--- src/rtl/fsm_seq_monitor.sv ---
// fsm_seq_monitor: runtime checker for a 4-state Moore sequencer.
// Ports: clk, reset (sync, active-high), control, y[1:0], clear (soft clear);
//   in_sync, err, err_code[3:0], loop_done, short_cnt, long_cnt (all registered).
module fsm_seq_monitor #(
    parameter int CNT_WIDTH = 8
) (
    input  logic                 clk,
    input  logic                 reset,
    input  logic                 control,
    input  logic [1:0]           y,
    input  logic                 clear,
    output logic                 in_sync,
    output logic                 err,
    output logic [3:0]           err_code,
    output logic                 loop_done,
    output logic [CNT_WIDTH-1:0] short_cnt,
    output logic [CNT_WIDTH-1:0] long_cnt
);

    typedef enum logic [1:0] {
        WAIT_SYNC = 2'd0,
        TRACK     = 2'd1,
        FAULT     = 2'd2
    } mon_state_t;

    mon_state_t           mon_state, state_n;
    logic [1:0]           prev_y, prev_y_n;
    logic                 prev_ctl, prev_ctl_n;
    logic                 path_long, path_long_n;
    logic                 err_n;
    logic [3:0]           err_code_n;
    logic                 loop_done_n;
    logic [CNT_WIDTH-1:0] short_n, long_n;
    logic [1:0]           exp_y;

    // Decoded from the state register, so it is glitch-free like the others.
    assign in_sync = (mon_state == TRACK);

    // Legal successor of the previously sampled code.
    always_comb begin
        exp_y = 2'd0;
        unique case (prev_y)
            2'd0: exp_y = 2'd1;
            2'd1: exp_y = prev_ctl ? 2'd3 : 2'd2;
            2'd2: exp_y = 2'd3;
            2'd3: exp_y = 2'd0;
            default: exp_y = 2'd0;
        endcase
    end

    always_comb begin
        state_n     = mon_state;
        prev_y_n    = prev_y;
        prev_ctl_n  = prev_ctl;
        path_long_n = path_long;
        err_n       = err;
        err_code_n  = err_code;
        loop_done_n = 1'b0;
        short_n     = short_cnt;
        long_n      = long_cnt;

        if (clear) begin
            // Clear overrides any fault detected on the same edge.
            state_n     = WAIT_SYNC;
            path_long_n = 1'b0;
            err_n       = 1'b0;
            err_code_n  = 4'h0;
            short_n     = '0;
            long_n      = '0;
        end else begin
            unique case (mon_state)
                WAIT_SYNC: begin
                    if (y == 2'd0) begin
                        state_n     = TRACK;
                        prev_y_n    = 2'd0;
                        prev_ctl_n  = control;
                        path_long_n = 1'b0;
                    end
                end
                TRACK: begin
                    if (y == exp_y) begin
                        prev_y_n   = y;
                        prev_ctl_n = control;
                        if (prev_y == 2'd1) begin
                            path_long_n = (y == 2'd2);
                        end
                        if (prev_y == 2'd3) begin
                            loop_done_n = 1'b1;
                            path_long_n = 1'b0;
                            if (path_long) begin
                                if (~&long_cnt) long_n = long_cnt + CNT_WIDTH'(1);
                            end else begin
                                if (~&short_cnt) short_n = short_cnt + CNT_WIDTH'(1);
                            end
                        end
                    end else begin
                        state_n    = FAULT;
                        err_n      = 1'b1;
                        err_code_n = {prev_y, y};
                    end
                end
                FAULT: begin
                    // Frozen until clear or reset.
                end
                default: state_n = WAIT_SYNC;
            endcase
        end
    end

    always_ff @(posedge clk) begin
        if (reset) begin
            mon_state <= WAIT_SYNC;
            prev_y    <= 2'd0;
            prev_ctl  <= 1'b0;
            path_long <= 1'b0;
            err       <= 1'b0;
            err_code  <= 4'h0;
            loop_done <= 1'b0;
            short_cnt <= '0;
            long_cnt  <= '0;
        end else begin
            mon_state <= state_n;
            prev_y    <= prev_y_n;
            prev_ctl  <= prev_ctl_n;
            path_long <= path_long_n;
            err       <= err_n;
            err_code  <= err_code_n;
            loop_done <= loop_done_n;
            short_cnt <= short_n;
            long_cnt  <= long_n;
        end
    end

endmodule
--- config.mk ---
export PLATFORM = sky130hd
export DESIGN_NAME = fsm_seq_monitor
export DESIGN_NICKNAME = d
export VERILOG_FILES = /design/src/rtl/fsm_seq_monitor.sv
export SDC_FILE = /design/constraint.sdc
export NUM_CORES = 1
export LEC_CHECK = 0
export CAP_MARGIN = 20
export CORE_MARGIN = 2
export CORE_UTILIZATION = 45
export DETAILED_ROUTE_END_ITERATION = 8
export PLACE_DENSITY = 0.75
export SLEW_MARGIN = 25
export SYNTH_ARGS = -nofsm -noshare
export SYNTH_HDL_FRONTEND = slang
export SYNTH_SLANG_ARGS = --single-unit
export TNS_END_PERCENT = 100
--- constraint.sdc ---
create_clock -name clk -period 2.3 [get_ports clk]
set_clock_uncertainty 0.1 [all_clocks]
set_input_delay 0.23 -clock clk [delete_from_list [all_inputs] [get_ports clk]]
set_output_delay 0.23 -clock clk [all_outputs]
set_load 0.01 [all_outputs]
Word level (Yosys, flattened, before mapping)
Cells that the tools add are included.
{"block": "word_totals", "regBits": 28, "input_bits": 6, "out_inout_bits": 23, "elab_cells": 60}
{"block": "op_classes", "addsub": 2, "eq_ne": 11, "mux": 17, "bitwise_logic": 7, "reduce_logical": 14}
{"op": "8-bit by 1-bit adder with 8-bit output (second input constant)", "count": 2}
{"op": "8-bit AND reduction", "count": 2}
{"op": "5-bit AND reduction", "count": 2}
{"op": "2-bit == test (second input constant)", "count": 4}
{"op": "1-bit two-way mux", "count": 8}
{"op": "2-bit two-way mux", "count": 4}
{"op": "2-bit one-hot mux with 4 select lines", "count": 1}
{"op": "4-bit AND reduction", "count": 2}
{"op": "1-bit inverter", "count": 7}
{"op": "2-bit zero test", "count": 3}
{"op": "2-bit one-hot mux with 3 select lines", "count": 1}
{"op": "2-bit by 1-bit == test with 1-bit output (second input constant)", "count": 2}
{"op": "2-bit inequality test (second input constant)", "count": 2}
{"op": "1-bit one-hot mux with 2 select lines", "count": 2}
{"op": "2-bit one-hot mux with 2 select lines", "count": 1}
{"op": "4-bit OR reduction", "count": 1}
{"op": "3-bit by 1-bit inequality test with 1-bit output (second input constant)", "count": 1}
{"op": "3-bit AND reduction", "count": 1}
{"op": "2-bit == test", "count": 1}
{"op": "2-bit by 1-bit inequality test with 1-bit output (second input constant)", "count": 1}
{"op": "2-bit AND reduction", "count": 1}
{"op": "2-bit nonzero test", "count": 1}
{"op": "2-bit OR reduction", "count": 1}

Logic depth before layout (Yosys ltp)
{"block": "depth", "ltp_word": 5, "mapped_depth": 8, "mapped_depth_nobuf": 7}

Least setup slack after synthesis
OpenSTA, ideal clock, no wires.
{"block": "synth_path", "path_type": "register -> register", "startpoint": "register prev_y[1]", "endpoint": "register long_cnt[7]", "setup_time_ns": 0.071, "t_arrival_ns": 2.215, "required_time_ns": 2.129, "setup_slack_ns": -0.086, "stages_incl_launch_ff": 8, "path_buffers": 0, "period_less_slack_ns": 2.386, "cell_sequence": "dfxtp_1 inv_1 ha_1 and3_4 or4_4 a211o_1 or4_1 a21oi_1"}
{"block": "synth_via", "elab_chain_len": 4, "elab_cells_between_ends": 7, "classes_between": "eq/ne (4); mux (1); reduce/logical (2)"}
{"element": "start, declared", "line_no": "27", "text": "logic [1:0] prev_y, prev_y_n;"}
{"element": "start signal, assigned", "line_no": "123", "text": "prev_y <= prev_y_n;"}
{"element": "2-bit == test (tied with other cells)", "line_no": "42, 87"}
{"element": "2-bit one-hot mux with 4 select lines", "line_no": "42", "text": "unique case (prev_y)"}
{"element": "2-bit == test", "line_no": "81", "text": "if (y == exp_y) begin"}
{"element": "5-bit AND reduction (no line) (*)"}
{"element": "end signal, assigned", "line_no": "130", "text": "long_cnt <= long_n;"}
{"element": "end, declared", "line_no": "17", "text": "output logic [CNT_WIDTH-1:0] long_cnt"}
Mark *: on every way between the ends. The rest lies on a longest branch, timed or not.
A chain may end at the register's enable or synchronous reset.

Final worst setup path
{"block": "layout_path", "startpoint": "register prev_y[1]", "endpoint": "register long_cnt[5]"}
Same word-level chain as after synthesis.

==> key figures <==
Outcome
  • Status: complete, but fails checks
  • Failing checks: negative setup slack

Clock network
  • CTS buffer count: 3
  • CTS clk-pin slew, worst paths: 0.16 ns
  • Worst skew pair latency: 0.35 ns
  • Clock buffer depth: 2
  • CTS sink cnt: 28
  • H-tree depth: 1
  • Clock Tree Root: clkbuf_4
  • CTS tree: done

Timing
  • Max Slew Vio Count: 0
  • Final hold vios: 0
  • Max Clk Rate: 424 MHz
  • Final Cycle Share: 103%
  • # setup viols final: 2
  • Worst-Margin Slew: 0.411 ns
  • Worst relative slew slack: 72.5%
  • Unrepaired setup endpoints after global routing: yes
  • Setup ws final: -0.0576 ns
  • Final Hold Slack: 0.325 ns
  • Crit path time final: 2.36 ns

Synth
  • Async set-reset flop share out of synthesis: 0%
  • Most common cell in the netlist: dfxtp_1
  • Post-synthesis sequential area ratio: 39.3%
  • Synthesized area: 1430 um2
  • Area leader, netlist: dfxtp_1
  • Synth warn: 0
  • Synth cell count leaders: dfxtp_1, a21oi_1
  • Mapped Cells: 168
  • Predominant post-synthesis flop cell: dfxtp_1
  • Number of synthesized register bits: 28
  • EDFF count, synth: 0
  • Yosys cell types: 40
  • Synth top area cells: dfxtp_1, a21oi_1, o31ai_1, ha_1, or4_1
  • Syn Nets: 179
  • Synth top area share: 39.3%
  • Syn Area/Cell: 8.49 um2

Finish
  • Layout cells sized above 1: 22.7%
  • Layout fillers: 251
  • Layout Cell Area excl Fill: 2060 um2
  • Fin nets: 228
  • Diode count: 0
  • Area grow syn2layout: 44.6%

Pwr
  • VDD IR max: 223 uV
  • Leak pwr: 0.000687 uW
  • Power per cell area: 388 nW/um2

Place
  • Area of placed instances: 1860 um2
  • Port Buffer Count: 28
  • GPL Wtd Cong: 0.888
  • Half-perimeter wire length after placement: 2.64 mm

Routing
  • Initial DRC count: 101
  • Drt via density: 5.90
  • Drt pass-1 iters: 4
  • Residual DRC: 0
  • Routed WL per cell: 15.2 um
  • Antenna Nets Post-Route: 0
  • Vias: 1,535
  • Routed WL: 3.94 mm

Setup path
  • CP Capture Type: flop
  • CP cell instances: inv_4, ha_4, and3_4, or4_4, a211o_1, or4_4, a21oi_2
  • Top delay family on crit path: simple AND/OR/NAND/NOR gates
  • CP peak stage delay: 0.50 ns
  • CP Max Fanout: 5
  • Worst path arrival time: 2.54 ns
  • Worst R2R End: long_cnt[5]
  • CP Launch Type: flop
  • Worst r2r src: prev_y[1]
  • WP buf/inv: 1
  • Internal reg-to-reg setup slack: -0.06 ns
  • Critical path's slowest cell: or4_4
  • Crit path top cell by count: or4_4
  • R2R depth: 7
  • CP Class: reg -> reg
  • WP data required: 2.48 ns

Global route
  • All-Layer GR Usage: 20.7%
  • Grt ovf: 0
  • Initial antenna violation count: 0
  • Vias in the first global route: 1,287
  • Global-route wire length before repair: 5.75 mm
  • Largest net degree at the start of global routing: 16

Flow run
  • Max_cap viols: 0

Die
  • Starting Density: 47.1%
  • # IOs: 29
  • Row count: 20
  • Die Area: 3640 um2
  • Chip width: 60.3 um
  • Area of the core: 3030 um2
  • Die H: 60.3 um

Min path
  • Worst Hold Depth: 3
  • Worst min-delay path category: in -> reg
  • Min-delay src: control
  • Worst Hold Endpoint: prev_ctl
-- final cells by class --
type	instances	area, um2	share of cell area, %
well taps	44	55.1	2.67
clock buffers	4	36.3	1.76
repair buffers	49	442	21.4
flip-flops and latches	28	566	27.4
multi-input cells	129	940	45.5
inverters	6	25.0	1.21
-- worst min-delay path, cell delays in order --
cell and delay, ns:
clkdlybuf4s50_1 0.39, nand2b_1 0.07, mux2i_1 0.06
-- how the worst max path moves through the flow --
stage	depth (start not counted)	from	slack (ns)	endpoint
after global placement	5	y[0]	-0.0002	long_cnt[7]
after CTS	7	prev_y[1]	-0.09	long_cnt[7]
final	7	prev_y[1]	-0.06	long_cnt[5]
after detailed placement	5	y[0]	-0.05	long_cnt[7]
after floorplan	7	prev_y[1]	0.01	long_cnt[7]
after global routing	7	prev_y[1]	-0.12	long_cnt[5]
-- state kept, by name (all words and copies together) (netlist names) --
name and flops:
long_cnt 8, short_cnt 8, err_code 4, mon_state 2, prev_y 2, err 1
loop_done 1, path_long 1, prev_ctl 1
-- routing by layer --
metal | part of all wire [%] | vias to the layer above | track usage [%]
met2 | 50 | 46 | 33.5
met4 | 3.4 | 0 | 9.52
met1 | 44 | 744 | 27.9
li1 | - | 731 | -
met3 | 3.2 | 14 | 1.95
met5 | 0 | - | 0
-- repair_timing --
item / CTS / global route
hold buffers: 0 / 0
setup buffers: 1 / 5
resized for setup: 0 / 20
pin swaps: 4 / 7
setup endpoints to repair: 5 / 16
gates cloned: 0 / 1
-- kinds of logic (layout without fill, tap and decap cells) --
kind of cell             after synthesis  count (layout)  synth area share (%)
flip-flops                            28              28                  39.3
AO/OA/AOI/OAI                         54              55                  24.6
buffers and inverters                 12              59                  3.25
XOR/XNOR                               4               4                  2.46
adder cells (fa/ha/maj)                5               5                  4.39
AND/OR/NAND/NOR                       63              63                  24.7
multiplexers                           2               2                  1.40
-- through the flow --
stage / std cells / utilization [%] / TNS, ns / setup slack (ns) / total power (uW)
4_1_cts: 254 / 63.0 / -0.162 / -0.0877 / 800
2_1_floorplan: 168 / - / 0 / 0.0136 / 531
3_5_place_dp: 249 / 61.5 / -0.109 / -0.0546 / 554
3_3_place_gp: 249 / 61.5 / -0.000249 / -0.000249 / 553
5_1_grt: 260 / 68.1 / -0.506 / -0.115 / 827
6_report: 260 / 68.1 / -0.112 / -0.0576 / 800
-- cell usage in the layout (no fill, tap or decap), types with 2 or more instances in the layout --
cell type        instances
mux2i_1                  2
a21oi_1                 16
or4_4                    4
nand2_1                 10
inv_1                    5
or4_1                    4
ha_4                     2
o22ai_1                  2
o31ai_1                  9
xnor2_1                  2
or3_1                    6
nand2b_1                 7
o21ai_0                  8
o211ai_1                 3
nor2_1                  10
buf_4                   20
a211o_1                  2
and3_4                   2
ha_1                     3
nand3_1                 10
clkdlybuf4s50_1         28
dfxtp_1                 26
a21oi_2                  4
nand4_1                  2
clkbuf_4                 3
-- power by group --
group	internal (uW)	switching (uW)
registers	486	1.43
logic	27.4	34.7
clock network	97.3	153
total	611	189
(Power assumes the default switching activity.)
==> RTL change (same flow settings) <==
Register the inputs `control`, `y` and `clear` before use, with the module's reset. The logic sees them one clock later.
--- a/src/rtl/fsm_seq_monitor.sv
+++ b/src/rtl/fsm_seq_monitor.sv
@@ -22,6 +22,22 @@
         TRACK     = 2'd1,
         FAULT     = 2'd2
     } mon_state_t;
+
+    logic control_q;
+    logic [1:0] y_q;
+    logic clear_q;
+
+    always_ff @(posedge clk) begin
+        if (reset) begin
+            control_q <= '0;
+            y_q       <= '0;
+            clear_q   <= '0;
+        end else begin
+            control_q <= control;
+            y_q       <= y;
+            clear_q   <= clear;
+        end
+    end
 
     mon_state_t           mon_state, state_n;
     logic [1:0]           prev_y, prev_y_n;
@@ -59,7 +75,7 @@
         short_n     = short_cnt;
         long_n      = long_cnt;
 
-        if (clear) begin
+        if (clear_q) begin
             // Clear overrides any fault detected on the same edge.
             state_n     = WAIT_SYNC;
             path_long_n = 1'b0;
@@ -70,19 +86,19 @@
         end else begin
             unique case (mon_state)
                 WAIT_SYNC: begin
-                    if (y == 2'd0) begin
+                    if (y_q == 2'd0) begin
                         state_n     = TRACK;
                         prev_y_n    = 2'd0;
-                        prev_ctl_n  = control;
+                        prev_ctl_n  = control_q;
                         path_long_n = 1'b0;
                     end
                 end
                 TRACK: begin
-                    if (y == exp_y) begin
-                        prev_y_n   = y;
-                        prev_ctl_n = control;
+                    if (y_q == exp_y) begin
+                        prev_y_n   = y_q;
+                        prev_ctl_n = control_q;
                         if (prev_y == 2'd1) begin
-                            path_long_n = (y == 2'd2);
+                            path_long_n = (y_q == 2'd2);
                         end
                         if (prev_y == 2'd3) begin
                             loop_done_n = 1'b1;
@@ -96,7 +112,7 @@
                     end else begin
                         state_n    = FAULT;
                         err_n      = 1'b1;
-                        err_code_n = {prev_y, y};
+                        err_code_n = {prev_y, y_q};
                     end
                 end
                 FAULT: begin
Check against the original RTL: not equivalent (Yosys sat finds a counterexample within 4 cycles, from zero or initial values and one cycle with reset high).
==> RTL change against the original RTL <==
  * Fmax up 7.2%
  * Wire length down 11%
  * Final area up 4.8%
  * Sequential power up 18%
  * Synthesized area up 15%
  * Setup slack better by 0.16 ns
  * Sequential share of layout area up 2.4 points
  * Synthesized cell count up 12%
  * Utilization down 4.8 points
  * Count of clock-buffer cells in the layout up 2
  * Total power up 37%
  * Clock power up 67%
  * Sequential cell count up 4
  * Critical path type unchanged
  * Largest cell class unchanged
  * Highest routed layer unchanged
==> RTL change: results <==
metrics = {
    "logic_synthesis": {
        "synth_area_per_cell_sq_um": 8.69,
        "post_synth_num_cell_types": 48,
        "synthMuxAreaShare_pct": 1.23,
        "synth_adder_area_share_pct": 3.83,
        "synth_common_cells": "dfxtp_1 (32), a21oi_1 (18), nor2_1 (14)",
    },
    "finish": {
        "stdcell_count": 273,
    },
    "timing": {
        "hold_slack_ns": 0.329,
        "max_slew.worst_pin.slew_ns": 0.593,
    },
    "setup_path": {
        "max_stage_delay_ns": 0.40,
        "worst_path_max_delay_cell": "or4_1",
        "r2r_end": "short_cnt[6]$_SDFFE_PP0P_",
        "arrival_ns": 2.37,
        "r2r_slack_ns": 0.10,
        "cp_max_fo": 6,
    },
    "routing": {
        "met3_wirelength_um": 152,
        "drtIter0Drc": 76,
        "wl_met2_um": 1590,
    },
    "worst_hold_path": {
        "holdPathEnd": "clear_q$_SDFF_PP0_",
        "holdPathStages": 2,
    },
    "power": {
        "leakage_nw": 0.707,
        "powerDensity_mw_per_mm2": 507,
    },
    "clock_tree": {
        "cts-buffers-inserted": 5,
        "clk_pin_slew_ns": 0.10,
    },
    "placement": {
        "dp.cells": 263,
    },
    "outcome": {
        "status": "finished clean",
    },
    "global_route": {
        "grtUsageTotal_pct": 18.4,
    },
}
==> RTL change: cell types whose count changed after synthesis, moves of 3 or more <==
cell and delta:
dfxtp_1 +4, inv_1 +5, nand2b_1 -5, nand3_1 +3, nor2_1 +4, or3_1 -3, nor2b_1 +3
==> RTL change: what timing repair did <==
item / in CTS / in global routing
gates resized for setup: 1 / 14
endpoints found under the setup margin: 2 / 17
buffers inserted: 0 / 2
pin swaps: 0 / 1
hold endpoints to repair: 0 / 0
==> RTL change: cells by family after synthesis <==
group	Yosys count
adders and majority gates	5
AOI/OAI and AO/OA	52
xor gates and xnor gates	5
and+or+nand+nor	72
muxes	2
DFF	32
buffers and inverters	20
==> RTL change: cell type report <==
cell class / instances / area (sq um)
sequential: 32 / 644
inverter: 12 / 50.0
multi-input combinational: 136 / 966
clock inverter: 2 / 35.0
timing repair buffer: 39 / 368
tap: 46 / 57.6
clock buffer: 6 / 41.3
fill: 317 / 1250
==> RTL change: worst max-delay path by stage <==
stage | startpoint | to | slack, ns
3_3_place_gp | prev_y[0]$_SDFFE_PP0P_ | err_code[2]$_SDFFE_PP0P_ | 0.02
3_5_place_dp | prev_y[0]$_SDFFE_PP0P_ | err_code[2]$_SDFFE_PP0P_ | -0.02
6_report | prev_y[1]$_SDFFE_PP0P_ | short_cnt[6]$_SDFFE_PP0P_ | 0.10
4_1_cts | prev_y[0]$_SDFFE_PP0P_ | short_cnt[5]$_SDFFE_PP0P_ | 0.003
2_1_floorplan | prev_y[0]$_SDFFE_PP0P_ | long_cnt[6]$_SDFFE_PP0P_ | 0.03
5_1_grt | prev_y[1]$_SDFFE_PP0P_ | short_cnt[6]$_SDFFE_PP0P_ | 0.0003
